### config.mk
export PLATFORM = sky130hd
export DESIGN_NAME = midi_out_tx
export DESIGN_NICKNAME = d
export VERILOG_FILES = /design/src/rtl/midi_tx_pkg.sv /design/src/rtl/midi_uart_tx_core.sv /design/src/rtl/midi_out_tx.sv
export SDC_FILE = /design/constraint.sdc
export NUM_CORES = 1
export LEC_CHECK = 0
export BUFFER_PORTS_ARGS = -buffer_cell sky130_fd_sc_hd__buf_2
export CAP_MARGIN = 20
export CORE_UTILIZATION = 65
export CTS_BUF_LIST = sky130_fd_sc_hd__clkbuf_8
export DETAILED_ROUTE_END_ITERATION = 10
export HOLD_SLACK_MARGIN = 0.15
export PLACE_DENSITY = 0.87
export SLEW_MARGIN = 20
export SYNTH_ARGS = -nofsm -noshare
export SYNTH_HDL_FRONTEND = slang
export SYNTH_SLANG_ARGS = --single-unit
### constraint.sdc
create_clock -name reg_clk -period 3.8 [get_ports reg_clk]
set_input_delay 0.76 -clock reg_clk [delete_from_list [all_inputs] [get_ports reg_clk]]
set_output_delay 0.76 -clock reg_clk [all_outputs]
set_load 0.005 [all_outputs]
### src/rtl/midi_tx_pkg.sv
// Shared types and constants for the MIDI-out transmitter.
package midi_tx_pkg;

  // Fetch/transmit sequencer states.
  typedef enum logic [2:0] {
    S_IDLE,
    S_REQ,
    S_SETTLE,
    S_LOAD,
    S_SHIFT
  } state_t;

  // MIDI system-exclusive framing bytes and the generator's end-of-stream marker.
  localparam logic [7:0] MIDI_SOX   = 8'hF0;
  localparam logic [7:0] MIDI_EOX   = 8'hF7;
  localparam logic [7:0] STREAM_END = 8'hFF;

  // 8N1 frame: start bit, eight data bits, stop bit.
  localparam int FRAME_BITS = 10;

  // Clock cycles per serial bit (integer division, truncating).
  function automatic int calc_bit_div(input int clk_hz, input int baud);
    return clk_hz / baud;
  endfunction

endpackage

### src/rtl/midi_uart_tx_core.sv
// 8N1 serializer: baud divider plus a 10-bit frame shift register.
// A one-cycle i_load starts a frame whose start bit begins on the next cycle.
module midi_uart_tx_core
  import midi_tx_pkg::*;
#(
  parameter int BIT_DIV = 1600
) (
  input  logic       reg_clk,
  input  logic       reset_reg_N,
  input  logic       i_load,
  input  logic [7:0] i_data,
  output logic       o_txd,
  output logic       o_busy,
  output logic       o_done
);

  localparam int                   DIV_W    = (BIT_DIV > 1) ? $clog2(BIT_DIV) : 1;
  localparam logic [DIV_W-1:0]     DIV_LAST = DIV_W'(BIT_DIV - 1);
  localparam logic [3:0]           IDX_LAST = 4'(FRAME_BITS - 1);

  logic [DIV_W-1:0]      r_div;
  logic [3:0]            r_idx;
  logic [FRAME_BITS-1:0] r_shift;
  logic                  r_busy;

  logic w_bit_end;
  logic w_frame_end;

  assign w_bit_end   = (r_div == DIV_LAST);
  assign w_frame_end = r_busy && w_bit_end && (r_idx == IDX_LAST);

  // Bit timing and shifting; the line bit is always r_shift[0].
  always_ff @(posedge reg_clk or negedge reset_reg_N) begin
    if (!reset_reg_N) begin
      // NOTE: the shift register resets to all ones so the line idles high the instant reset asserts, truncating any frame in flight.
      r_shift <= '1;
      r_div   <= '0;
      r_idx   <= '0;
      r_busy  <= 1'b0;
    end else if (i_load) begin
      // NOTE: sequential state uses non-blocking assignments so every flop samples pre-edge values.
      r_shift <= {1'b1, i_data, 1'b0};
      r_div   <= '0;
      r_idx   <= '0;
      r_busy  <= 1'b1;
    end else if (r_busy) begin
      if (w_bit_end) begin
        r_div <= '0;
        if (r_idx == IDX_LAST) begin
          r_idx   <= '0;
          r_busy  <= 1'b0;
          r_shift <= '1;
        end else begin
          r_idx   <= r_idx + 4'd1;
          r_shift <= {1'b1, r_shift[FRAME_BITS-1:1]};
        end
      end else begin
        r_div <= r_div + 1'b1;
      end
    end
  end

  assign o_txd  = r_shift[0];
  assign o_busy = r_busy;
  // Decoded from flops only: high during the last cycle of the stop bit.
  assign o_done = w_frame_end;

endmodule

### src/rtl/midi_out_tx.sv
// MIDI-out serializer: pulls patch-dump bytes from the generator with a
// low-going request strobe, ends the stream on 0xFF or the byte limit, and
// forwards single MIDI-thru bytes while no stream is running.
module midi_out_tx
  import midi_tx_pkg::*;
#(
  parameter int CLK_HZ      = 50000000,
  parameter int BAUD        = 31250,
  parameter int REQ_LOW_CYC = 4,
  parameter int SETTLE_CYC  = 2,
  parameter int MAX_STREAM  = 240
) (
  input  logic       reg_clk,
  input  logic       reset_reg_N,
  input  logic       patch_send,
  input  logic [7:0] midi_out_data,
  output logic       midi_out_ready,
  input  logic       thru_valid,
  input  logic [7:0] thru_data,
  output logic       thru_ready,
  output logic       midi_txd,
  output logic       tx_busy,
  output logic       stream_active,
  output logic       stream_err,
  output logic       byte_sent
);

  localparam int         BIT_DIV     = calc_bit_div(CLK_HZ, BAUD);
  localparam logic [7:0] REQ_LAST    = 8'(REQ_LOW_CYC - 1);
  localparam logic [7:0] SETTLE_LAST = 8'(SETTLE_CYC - 1);
  localparam logic [7:0] STREAM_MAX  = 8'(MAX_STREAM);

  state_t     r_state;
  logic [7:0] r_wait;
  logic [7:0] r_stream_cnt;
  logic       r_ready;
  logic       r_active;
  logic       r_err;

  logic       w_thru_accept;
  logic       w_fetch_ok;
  logic       w_load;
  logic [7:0] w_load_data;
  logic       w_tx_done;
  logic       w_tx_busy;
  logic       w_txd;

  // A thru byte is taken only from IDLE and only when no stream start is
  // pending; the accept is decoded from the state flop so the handshake and
  // the frame load happen in the same cycle.
  assign w_thru_accept = (r_state == S_IDLE) && !patch_send && thru_valid;

  // A fetched byte is sent unless it is the end marker or the limit is hit.
  assign w_fetch_ok = (r_state == S_LOAD) && (midi_out_data != STREAM_END) &&
                      (r_stream_cnt != STREAM_MAX);

  assign w_load      = w_thru_accept || w_fetch_ok;
  assign w_load_data = w_thru_accept ? thru_data : midi_out_data;

  midi_uart_tx_core #(
    .BIT_DIV (BIT_DIV)
  ) u_core (
    .reg_clk     (reg_clk),
    .reset_reg_N (reset_reg_N),
    .i_load      (w_load),
    .i_data      (w_load_data),
    .o_txd       (w_txd),
    .o_busy      (w_tx_busy),
    .o_done      (w_tx_done)
  );

  // Fetch sequencer: request strobe, settle wait, sample, then transmit.
  always_ff @(posedge reg_clk or negedge reset_reg_N) begin
    if (!reset_reg_N) begin
      r_state      <= S_IDLE;
      r_wait       <= '0;
      r_stream_cnt <= '0;
      r_ready      <= 1'b1;
      r_active     <= 1'b0;
      r_err        <= 1'b0;
    end else begin
      case (r_state)
        S_IDLE: begin
          if (patch_send) begin
            r_active     <= 1'b1;
            r_err        <= 1'b0;
            r_stream_cnt <= '0;
            r_wait       <= '0;
            r_ready      <= 1'b0;
            r_state      <= S_REQ;
          end else if (thru_valid) begin
            r_state <= S_SHIFT;
          end
        end

        S_REQ: begin
          if (r_wait == REQ_LAST) begin
            r_wait  <= '0;
            r_ready <= 1'b1;
            r_state <= S_SETTLE;
          end else begin
            r_wait <= r_wait + 8'd1;
          end
        end

        S_SETTLE: begin
          if (r_wait == SETTLE_LAST) begin
            r_wait  <= '0;
            r_state <= S_LOAD;
          end else begin
            r_wait <= r_wait + 8'd1;
          end
        end

        S_LOAD: begin
          if (midi_out_data == STREAM_END) begin
            r_active <= 1'b0;
            r_state  <= S_IDLE;
          end else if (r_stream_cnt == STREAM_MAX) begin
            r_err    <= 1'b1;
            r_active <= 1'b0;
            r_state  <= S_IDLE;
          end else begin
            r_stream_cnt <= r_stream_cnt + 8'd1;
            r_state      <= S_SHIFT;
          end
        end

        S_SHIFT: begin
          if (w_tx_done) begin
            if (r_active) begin
              r_ready <= 1'b0;
              r_state <= S_REQ;
            end else begin
              r_state <= S_IDLE;
            end
          end
        end

        default: r_state <= S_IDLE;
      endcase
    end
  end

  assign midi_out_ready = r_ready;
  assign thru_ready     = w_thru_accept;
  assign midi_txd       = w_txd;
  assign tx_busy        = w_tx_busy;
  assign stream_active  = r_active;
  assign stream_err     = r_err;
  assign byte_sent      = w_tx_done;

endmodule
After elaboration in Yosys (flattened, before gate mapping)

Cells that the tools add are included.

Flip-flop bits (word level): 48
Input port bits: 20
Output and inout bits: 7
Word-level logic and storage cells: 101

Add/subtract/negate cells: 4
Equal/unequal tests: 22
Multiplexer cells: 44
Reductions and logical operators: 21

Operator list:

| operator                                                         | number |
|---|---|
| 8-bit two-way mux                                                | 6 |
| 11-bit two-way mux                                               | 3 |
| 10-bit two-way mux                                               | 3 |
| 8-bit one-hot mux with 3 select lines                            | 1 |
| 3-bit two-way mux                                                | 7 |
| 8-bit by 1-bit adder with 8-bit output (second input constant)   | 2 |
| 8-bit == test (second input constant)                            | 2 |
| 4-bit two-way mux                                                | 4 |
| 8-bit != test (second input constant)                            | 2 |
| 8-bit one-hot mux with 2 select lines                            | 1 |
| 3-bit one-hot mux with 5 select lines                            | 1 |
| 1-bit two-way mux                                                | 14 |
| 2-bit != test (second input constant)                            | 7 |
| 4-bit AND reduction                                              | 3 |
| 11-bit by 1-bit adder with 11-bit output (second input constant) | 1 |
| 11-bit == test (second input constant)                           | 1 |
| 9-bit two-way mux                                                | 1 |
| 8-bit by 1-bit == test with 1-bit output (second input constant) | 1 |
| 8-bit by 2-bit == test with 1-bit output (second input constant) | 1 |
| 3-bit by 2-bit == test with 1-bit output (second input constant) | 2 |
| 1-bit logical AND                                                | 6 |
| 2-bit nonzero test                                               | 3 |
| 3-bit nonzero test                                               | 2 |
| 5-bit AND reduction                                              | 1 |
| 14 further kinds                                                 | 16 |

Logic depth before layout (Yosys ltp)

Gate-level depths: netlist of run 1.

Depth after elaboration: 6
Mapped depth: 9
Depth with buffers taken out: 7

Modules after synthesis

From an unflattened synthesis of run 1, not the netlist that was laid out.

Cells, all modules: 303
Area, all modules: 2856.5 sq um

By module, submodules not included:

| module            | times used | cells each | area an instance (sq um) | sequential area each (sq um) |
|---|---|---|---|---|
| midi_out_tx       | 1          | 162        | 1488.9                   | 551.8 |
| midi_uart_tx_core | 1          | 141        | 1367.6                   | 636.9 |

Worst setup path before layout of run 1

No wires, ideal clock.

Kind: input-to-output
Start point: in patch_send
End point: out thru_ready
Data arrival time: 1.277 ns
Required time: 3.040 ns
Slack: 1.763 ns
Cell stages on the path: 4
Buffers on the path: 1
Path through: nor2_1 > nand3_1 > inv_1 > buf_2

Longest elaborated chain between the ends: 3

Ends and longest elaborated chain:

| element                        | line              | source |
|---|---|---|
| start: declaration             | midi_out_tx.sv:15 | `input logic patch_send,` |
| 1-bit zero test                | midi_out_tx.sv:51 | `assign w_thru_accept = (r_state == S_IDLE) && !patch_send && thru_valid;` |
| 1-bit logical AND (2 in a row) | midi_out_tx.sv:51 |  |
| end: declaration               | midi_out_tx.sv:20 | `output logic thru_ready,` |

Every way passes these cells.

Final worst setup path of run 1

Start point: reg r_state[1]
End point: out thru_ready

Longest elaborated chain between the ends: 3

Ends and longest elaborated chain:

| element                        | line              | source |
|---|---|---|
| start: declaration             | midi_out_tx.sv:33 | `state_t r_state;` |
| start signal: assignment       | midi_out_tx.sv:75 | `r_state <= S_IDLE;` |
| start signal: assignment       | midi_out_tx.sv:90 | `r_state <= S_REQ;` |
| start signal: assignment       | midi_out_tx.sv:92 | `r_state <= S_SHIFT;` |
| 3-bit zero test                | midi_out_tx.sv:51 |  |
| 1-bit logical AND (2 in a row) | midi_out_tx.sv:51 |  |

Every way passes these cells.

==> impl_metrics.py, run 1 <==
metrics = {
    "outcome": {
        "outcome": "finished, final reports clean",
    },
    "cts": {
        "clkSinkCount": 47,
        "cts_tree": "done",
        "cts_hold_buffers": 0,
        "cts_resized": 0,
        "root_buffer": "clkbuf_8",
        "post_cts_buffers": 0,
        "cts_buffer_depth": 2,
        "cts_made_buffers": 5,
        "worstSkewPairLatency_ns": 0.31,
        "path_clk_slew_ns": 0.09,
        "cts.htree.levels": 2,
    },
    "logic_synthesis": {
        "synth_simple_gate_area_share_pct": 29.7,
        "synth.distinct_cells": 46,
        "synth_top_family_by_area": "simple AND/OR/NAND/NOR gates",
        "synth_edf_count": 0,
        "synthArstFlopShare_pct": 100,
        "avgSynthCellArea_um2": 9.05,
        "synth-main-ff-cell": "dfrtp_1",
        "yosysWarnings": 0,
        "syn-cell-area_um2": 2720,
        "synth_seq_cells": 47,
        "synthXorXnorAreaFrac_pct": 1.61,
        "synthMuxAreaShare_pct": 2.94,
        "yosysSeqAreaShare_pct": 43.7,
        "synth_adder_area_share_pct": 3.22,
        "synth_fp_nets": 328,
        "postSynthCellCount": 301,
        "synth_compound_area_share_pct": 14.5,
    },
    "hold_path": {
        "hold_path_class": "input port to asynchronous set/reset pin",
    },
    "timing": {
        "hold_viol_final": 0,
        "period_share_pct": 77.8,
        "period_minus_slack_ns": 2.96,
        "skew_ns": 0.0113,
        "finalSetupViolCount": 0,
        "rsz0062_at_grt": "false",
        "slew_viol_final": 0,
        "fmax_ghz": 0.338,
        "setup-tns-final_ns": 0,
        "maxSlewHeadroom_pct": 39.0,
        "worst_pin_slew_ns": 0.907,
        "setup_slack_ns": 0.843,
        "fin_hold_ws_ns": 0.450,
    },
    "critical_path": {
        "worst-path-max-fanout": 15,
        "crit_slowest_cell": "dfrtp_1",
        "crit_arrival_ns": 2.20,
        "cp-start-kind": "register",
        "setup.worst_path.end_class": "primary output",
        "max_stage_delay_ns": 0.50,
        "path_cells": "nor2_1 > nand3_1 > inv_1 > buf_2",
        "crit_required_ns": 3.04,
        "crit_type": "register to primary output",
    },
    "routing": {
        "drc_errors": 0,
        "totalWireLength_um": 5860,
        "routed_via_density": 6.40,
        "first_pass_iters": 5,
        "drt-initial-drc-count": 193,
        "vias": 2374,
        "routedWlPerCell_um": 15.8,
        "ant_nets": 0,
    },
    "cells_and_area": {
        "drive_gt1_share_pct": 16.8,
        "synthToLayoutAreaGrowth_pct": 8.27,
        "final_nets": 347,
        "final_cell_mix": "dfrtp_1, nor2_1, nand2_1",
        "stdcell_count": 371,
        "fillCellCount": 306,
        "diodes": 0,
        "final_common_cell": "dfrtp_1",
        "design_area_um2": 2950,
    },
    "place": {
        "port-buffer-count": 26,
        "dp_slack_ns": 1.01,
        "post_dp_cell_area_um2": 2850,
        "gp_congestion": 0.868,
        "place_hpwl_um": 4090,
        "numPlacedInstances": 363,
    },
    "power_and_ir_drop": {
        "leakagePower_nw": 1.28,
        "ir_drop_mv": 0.223,
        "powerDensity_nw_per_um2": 356,
    },
    "global_routing": {
        "grt_pass1_wl_um": 9810,
        "antenna_found_initial": 0,
        "grt_util_all_layers_pct": 29.5,
        "grt_pass1_vias": 2172,
        "globalRouteOverflowTotal": 0,
        "grt_max_degree": 48,
    },
    "floorplan": {
        "fp-row-count": 23,
        "pin_count": 27,
        "die_x_um": 66.7,
        "chipHeight_um": 66.7,
        "initial_core_util_pct": 68.1,
        "die-area_um2": 4450,
        "design.core.area_um2": 4000,
    },
    "job": {
        "maxCapViolations": 0,
    },
}
-- registers in the layout, indices dropped and copies added, names as in the netlist --
signal          flops
u_core.o_busy       1
r_wait              8
stream_err          1
u_core.r_div       11
u_core.r_idx        4
u_core.r_shift      9
stream_active       1
r_state             3
midi_out_ready      1
r_stream_cnt        8
-- cell families after synthesis --
kind of cell,count (synthesis)
xor gates and xnor gates,5
DFF,47
and+or+nand+nor,155
adders and majority gates,7
buffers and inverters,26
AOI/OAI and AO/OA,53
muxes,8
-- cell type report --
class                           instances  area, µm²  share of cell area (%)
Multi-Input combinational cell        228       1420                    48.0
Sequential cell                        47       1190                    40.3
Timing Repair Buffer                   28        148                    5.01
Clock buffer                            6       82.6                    2.80
Tap cell                               50       62.6                    2.12
Inverter                               10       37.5                    1.27
Clock inverter                          2       12.5                   0.424
-- where the power goes --
part           switching, W  internal, W  total (W)
sequential        0.0000447     0.000543   0.000587
combinational     0.0000774    0.0000653   0.000143
clock              0.000173     0.000147   0.000319
-- worst paths after layout --
path | start | end | slack, ns | cells after the start
max in group asynchronous | reset_reg_N | u_core.r_idx[3]$_DFFE_PN0P_ | 2.96 | 1
min in group reg_clk | r_stream_cnt[4]$_DFFE_PN0P_ | r_stream_cnt[4]$_DFFE_PN0P_ | 0.52 | 1
max | r_state[1]$_DFFE_PN0P_ | thru_ready | 0.84 | 4
min reg2reg | r_stream_cnt[4]$_DFFE_PN0P_ | r_stream_cnt[4]$_DFFE_PN0P_ | 0.52 | 1
max reg2reg | r_state[1]$_DFFE_PN0P_ | u_core.r_shift[4]$_DFFE_PN1P_ | 1.35 | 5
min | reset_reg_N | r_wait[6]$_DFFE_PN0P_ | 0.45 | 1
-- through the flow --
stage / util (%) / total power, W
after floorplan: - / 0.000689
after global placement: 71.3 / 0.000726
after detailed placement: 71.3 / 0.000736
after CTS: 73.6 / 0.00105
after global routing: 73.7 / 0.00110
final: 73.7 / 0.00105
-- cell usage after synthesis (6+ instances only) --
cell,instances,area (µm²)
a21oi_1,11,55.1
a31oi_1,9,56.3
buf_2,9,45.0
dfrtp_1,37,926
dfstp_2,10,263
ha_1,7,87.6
inv_1,10,37.5
mux2i_1,8,80.1
nand2_1,31,116
nand3_1,24,120
nand4_1,13,81.3
nor2_1,32,120
nor3_1,13,65.1
nor4_1,6,37.5
o221a_1,7,78.8
or3_1,9,56.3
-- layer usage --
layer	part of all wire, %	track usage (%)	up-vias	routed length, µm
li1	-	-	1139	-
met1	46	39.1	1161	2680
met2	49	46.8	62	2880
met3	3.7	6.68	12	216
met4	1.5	10.6	0	87
met5	0	0	-	0
-- critical path: cells and delay by family (launching register included) --
family | cells | cell delay (ns)
AND/OR/NAND/NOR | 2 | 0.74
buffers and inverters | 2 | 0.64
flip-flops | 1 | 0.50
No activity file was read; power rests on OpenSTA's default activity.
==> run 2: changes to the inputs <==
CORE_UTILIZATION = 55   (was 65)
PLACE_DENSITY = 0.78   (was 0.87)
clock period = 2.4 ns   (was 3.8 ns; I/O delays follow)
==> run 2 against run 1 <==
Compared with the run above: wire length is 4.4% higher; final cell count is 8.1% higher; setup slack worse by 0.68 ns; highest routed layer unchanged.
==> impl_metrics.py, run 2 (synthesis gave the netlist of run 1 again) <==
metrics = {
    "critical_path": {
        "cp-start-kind": "register",
        "r2r_setup_slack_ns": 0.31,
        "worstReg2RegStart": "u_core.r_div[0]$_DFFE_PN0P_",
        "crit_type": "register to primary output",
        "r2r_cells": 6,
        "crit_required_ns": 1.92,
        "worst-path-max-fanout": 7,
        "crit_arrival_ns": 1.76,
        "r2r_end": "u_core.r_shift[8]$_DFFE_PN1P_",
        "setup.worst_path.end_class": "primary output",
    },
    "floorplan": {
        "chipHeight_um": 72.4,
        "die-area_um2": 5240,
        "die_x_um": 72.4,
        "fp-row-count": 25,
        "pin_count": 27,
        "design.core.area_um2": 4750,
        "initial_core_util_pct": 57.3,
    },
    "power_and_ir_drop": {
        "leakagePower_nw": 1.33,
        "powerDensity_nw_per_um2": 533,
        "ir_drop_mv": 0.483,
    },
    "timing": {
        "rsz0062_at_grt": "false",
        "setup-tns-final_ns": 0,
        "skew_ns": 0.0100,
        "fin_hold_ws_ns": 0.281,
        "hold_viol_final": 0,
        "maxSlewHeadroom_pct": 43.0,
        "worst_pin_slew_ns": 0.855,
        "slew_viol_final": 0,
        "period_minus_slack_ns": 2.24,
        "finalSetupViolCount": 0,
        "period_share_pct": 93.4,
        "fmax_ghz": 0.446,
    },
    "outcome": {
        "outcome": "finished, final reports clean",
    },
    "cells_and_area": {
        "top_register": "u_core.r_div",
        "diodes": 0,
        "final_common_cell": "dfrtp_1",
        "drive_gt1_share_pct": 20.7,
        "reg_top3": "u_core.r_div (11), u_core.r_shift (9)",
        "final_cell_mix": "dfrtp_1, nor2_1, nand2_1",
        "final_nets": 360,
        "synthToLayoutAreaGrowth_pct": 12.3,
        "fillCellCount": 409,
        "largest_reg_flops": 11,
    },
    "cts": {
        "cts_resized": 0,
        "cts_buffer_depth": 2,
        "worstSkewPairLatency_ns": 0.30,
        "clkSinkCount": 47,
        "cts_made_buffers": 5,
        "cts.htree.levels": 2,
        "path_clk_slew_ns": 0.09,
        "cts_tree": "done",
        "post_cts_buffers": 0,
        "cts_hold_buffers": 0,
        "root_buffer": "clkbuf_8",
    },
    "routing": {
        "routed_via_density": 5.90,
        "totalWireLength_um": 6120,
        "vias": 2364,
        "drt-initial-drc-count": 172,
        "ant_nets": 0,
        "routedWlPerCell_um": 15.3,
        "first_pass_iters": 4,
        "drc_errors": 0,
    },
    "global_routing": {
        "grt_pass1_wl_um": 10200,
        "grt_max_degree": 40,
        "grt_pass1_vias": 2144,
        "globalRouteOverflowTotal": 0,
        "grt_util_all_layers_pct": 25.2,
        "antenna_found_initial": 0,
    },
    "job": {
        "maxCapViolations": 0,
    },
    "place": {
        "port-buffer-count": 26,
        "place_hpwl_um": 4370,
        "gp_congestion": 0.868,
    },
    "hold_path": {
        "hold_path_class": "input port to asynchronous set/reset pin",
    },
}
run 2: changes by cell type in the layout (fill, tap and decap cells not counted), sizes merged:
cell / before / now
clkinvlp: 0 / 1
clkbuf: 6 / 5
buf: 28 / 41
run 2: critical path: stages (launching register included):
cell     delay (ns)
dfrtp_1        0.42
inv_1          0.07
ha_1           0.14
nand2_1        0.06
nor2_2         0.22
inv_1          0.12
nor4_1         0.27
buf_2          0.16
run 2: per-stage QoR:
stage	cells	worst slack [ns]	area [µm²]	util (%)	total power [W]
floorplan	301	0.469	2720	-	0.00109
global placement	393	0.384	2970	62.4	0.00116
detailed placement	393	0.366	2970	62.4	0.00117
CTS	401	0.0292	3050	64.2	0.00164
global route	401	0.00948	3060	64.3	0.00171
finish	401	0.158	3060	64.3	0.00163
run 2: layout make-up:
cell class              count  area [µm²]  area share (%)
clock buffers               5        68.8            2.25
inverters                  10        37.5            1.23
clock inverters             3        16.3           0.532
well taps                  67        83.8            2.74
multi-input cells         228        1420            46.4
flip-flops and latches     47        1190            38.9
repair buffers             41         243            7.94
run 2: metal layers:
layer	up-vias	GRT usage, %	wire, µm
li1	1171	-	-
met1	1110	36.9	2970
met2	76	38.7	2750
met3	7	4.31	319
met4	0	7.19	80
met5	-	0	0
run 2: power by group:
part / leakage, nW / switching (W) / internal (W)
logic: 0.738 / 0.000121 / 0.000106
clock network: 0.0453 / 0.000275 / 0.000200
registers: 0.545 / 0.0000691 / 0.000859
run 2: how the worst max path moves through the flow:
stage / end / slack, ns / startpoint
6_report: byte_sent / 0.16 / u_core.r_idx[1]$_DFFE_PN0P_
3_5_place_dp: u_core.r_div[7]$_DFFE_PN0P_ / 0.37 / r_state[1]$_DFFE_PN0P_
4_1_cts: byte_sent / 0.03 / u_core.r_idx[1]$_DFFE_PN0P_
3_3_place_gp: u_core.r_div[7]$_DFFE_PN0P_ / 0.38 / r_state[1]$_DFFE_PN0P_
2_1_floorplan: u_core.r_shift[1]$_DFFE_PN1P_ / 0.47 / r_stream_cnt[0]$_DFFE_PN0P_
5_1_grt: byte_sent / 0.009 / u_core.r_idx[1]$_DFFE_PN0P_
==> run 3: changes to the inputs <==
RECOVER_POWER = 100   (was unset)
==> run 3 against run 2 <==
Compared with the run above: the run now ends with max-capacitance violations, max-slew violations left; critical path depth is the same; power shrank 0.45%; first-iteration DRC count shrank 7.0%; combinational power shrank 4%; maximum frequency shrank 0.25%; register-to-register slack lost 0.13 ns; wire length grew 0.44%; final cell count is the same; sequential power is essentially flat.
==> impl_metrics.py, run 3 (synthesis gave the netlist of run 1 again) <==
metrics = {
    "critical_path": {
        "startpoint": "u_core.r_idx[1]$_DFFE_PN0P_",
        "critPathBufInv": 3,
        "cp-start-kind": "register",
        "critPathMostFrequentCell": "inv_1",
        "worst-path-max-fanout": 7,
        "crit_type": "register to primary output",
        "crit_required_ns": 1.92,
        "setup.worst_path.end_class": "primary output",
        "max_stage_delay_ns": 0.42,
        "path_cells": "inv_1 > ha_1 > nand2_1 > nor2_2 > inv_1 > nor4_1 > clkbuf_1",
        "crit_slowest_cell": "dfrtp_1",
        "worstReg2RegStart": "u_core.r_div[8]$_DFFE_PN0P_",
        "critPathTopFamily": "simple AND/OR/NAND/NOR gates",
        "crit_arrival_ns": 1.77,
    },
    "cells_and_area": {
        "seq_area_um2": 1190,
        "top_register": "u_core.r_div",
        "reg_top3": "u_core.r_div (11), u_core.r_shift (9)",
        "drive_gt1_share_pct": 17.1,
        "largest_reg_flops": 11,
        "synthToLayoutAreaGrowth_pct": 10.8,
        "final_nets": 360,
        "final_common_cell": "dfrtp_1",
        "fillCellCount": 421,
        "diodes": 0,
        "stdcell_count": 401,
        "final_cell_mix": "dfrtp_1, nor2_1, nand2_1",
        "multi_input_area_um2": 1400,
    },
    "global_routing": {
        "globalRouteMet1Util_pct": 36.9,
        "antenna_found_initial": 0,
        "grt_max_degree": 40,
        "grt_util_all_layers_pct": 25.2,
        "grt_pass1_wl_um": 10200,
        "gr-max-usage-layer": "met2",
        "globalRouteOverflowTotal": 0,
        "use_met3_pct": 4.31,
        "met2_usage_pct": 38.7,
        "grt_pass1_vias": 2144,
    },
    "timing": {
        "hold_viol_final": 0,
        "period_minus_slack_ns": 2.25,
        "skew_ns": 0.00999,
        "slew_viol_final": 40,
        "setup_slack_ns": 0.152,
        "setup-tns-final_ns": 0,
        "maxSlewHeadroom_pct": -38.9,
        "fmax_ghz": 0.445,
        "fin_hold_ws_ns": 0.386,
        "rsz0062_at_grt": "false",
        "period_share_pct": 93.7,
        "finalSetupViolCount": 0,
        "worst_pin_slew_ns": 2.08,
    },
    "routing": {
        "first_pass_iters": 5,
        "totalWireLength_um": 6150,
        "vias": 2357,
        "drt-initial-drc-count": 160,
        "drc_errors": 0,
        "ant_nets": 0,
        "routedWlPerCell_um": 15.3,
        "routed_via_density": 5.88,
    },
    "cts": {
        "worstSkewPairLatency_ns": 0.30,
        "cts_buffer_depth": 2,
        "cts_tree": "done",
        "cts_hold_buffers": 0,
        "root_buffer": "clkbuf_8",
        "path_clk_slew_ns": 0.09,
        "cts.htree.levels": 2,
        "cts_resized": 0,
        "cts_made_buffers": 5,
        "post_cts_buffers": 0,
        "clkSinkCount": 47,
    },
    "floorplan": {
        "chipHeight_um": 72.4,
        "design.core.area_um2": 4750,
        "fp-row-count": 25,
        "die_x_um": 72.4,
        "pin_count": 27,
        "initial_core_util_pct": 57.3,
        "die-area_um2": 5240,
    },
    "place": {
        "gp_congestion": 0.868,
        "port-buffer-count": 26,
        "numPlacedInstances": 393,
        "dp_slack_ns": 0.366,
        "place_hpwl_um": 4370,
    },
    "outcome": {
        "violations": "max-capacitance violations, max-slew violations",
        "outcome": "complete, but fails checks",
    },
    "power_and_ir_drop": {
        "powerDensity_nw_per_um2": 538,
        "ir_drop_mv": 0.485,
        "leakagePower_nw": 1.30,
    },
    "job": {
        "maxCapViolations": 1,
    },
    "hold_path": {
        "min-delay-start": "thru_data[7]",
        "hold_path_class": "input port to register",
    },
}
-- run 3: worst paths after layout --
check                                           endpoint  slack, ns  cells past startpoint
max                                            byte_sent       0.15                      7
min in group asynchronous          r_wait[6]$_DFFE_PN0P_       0.77                      1
max in group asynchronous         r_state[1]$_DFFE_PN0P_       0.44                      1
max reg2reg                u_core.r_shift[3]$_DFFE_PN1P_       0.18                      5
min reg2reg                  r_stream_cnt[4]$_DFFE_PN0P_       0.52                      1
min                        u_core.r_shift[8]$_DFFE_PN1P_       0.39                      3
-- run 3: final cells by class --
class                           count  area share [%]
Inverter                           10            1.24
Sequential cell                    47            39.4
Timing Repair Buffer               41            7.39
Clock buffer                        5            2.28
Multi-Input combinational cell    228            46.3
Tap cell                           67            2.78
Clock inverter                      3           0.539
-- run 3: worst reg2reg max path: cells and delay by family, from the launching register on --
family | cells | cell delay, ns
AO/OA/AOI/OAI | 1 | 0.27
flip-flops | 1 | 0.44
AND/OR/NAND/NOR | 4 | 1.44
-- run 3: per-layer routing --
layer,wire length [µm],vias to the layer above
met1,3010,1120
met5,0,-
li1,-,1159
met2,2760,71
met4,80,0
met3,293,7
-- run 3: through the flow --
stage | area, µm² | util, % | total power, W
2_1_floorplan | 2720 | - | 0.00109
3_3_place_gp | 2970 | 62.4 | 0.00116
3_5_place_dp | 2970 | 62.4 | 0.00117
4_1_cts | 3050 | 64.2 | 0.00164
5_1_grt | 3020 | 63.4 | 0.00170
6_report | 3020 | 63.4 | 0.00162
-- run 3: power by group --
part           total (W)  switching [W]  internal [W]  leakage [nW]
Sequential      0.000929      0.0000696      0.000859         0.545
Combinational   0.000218       0.000114      0.000104         0.705
Clock           0.000476       0.000276      0.000200        0.0453
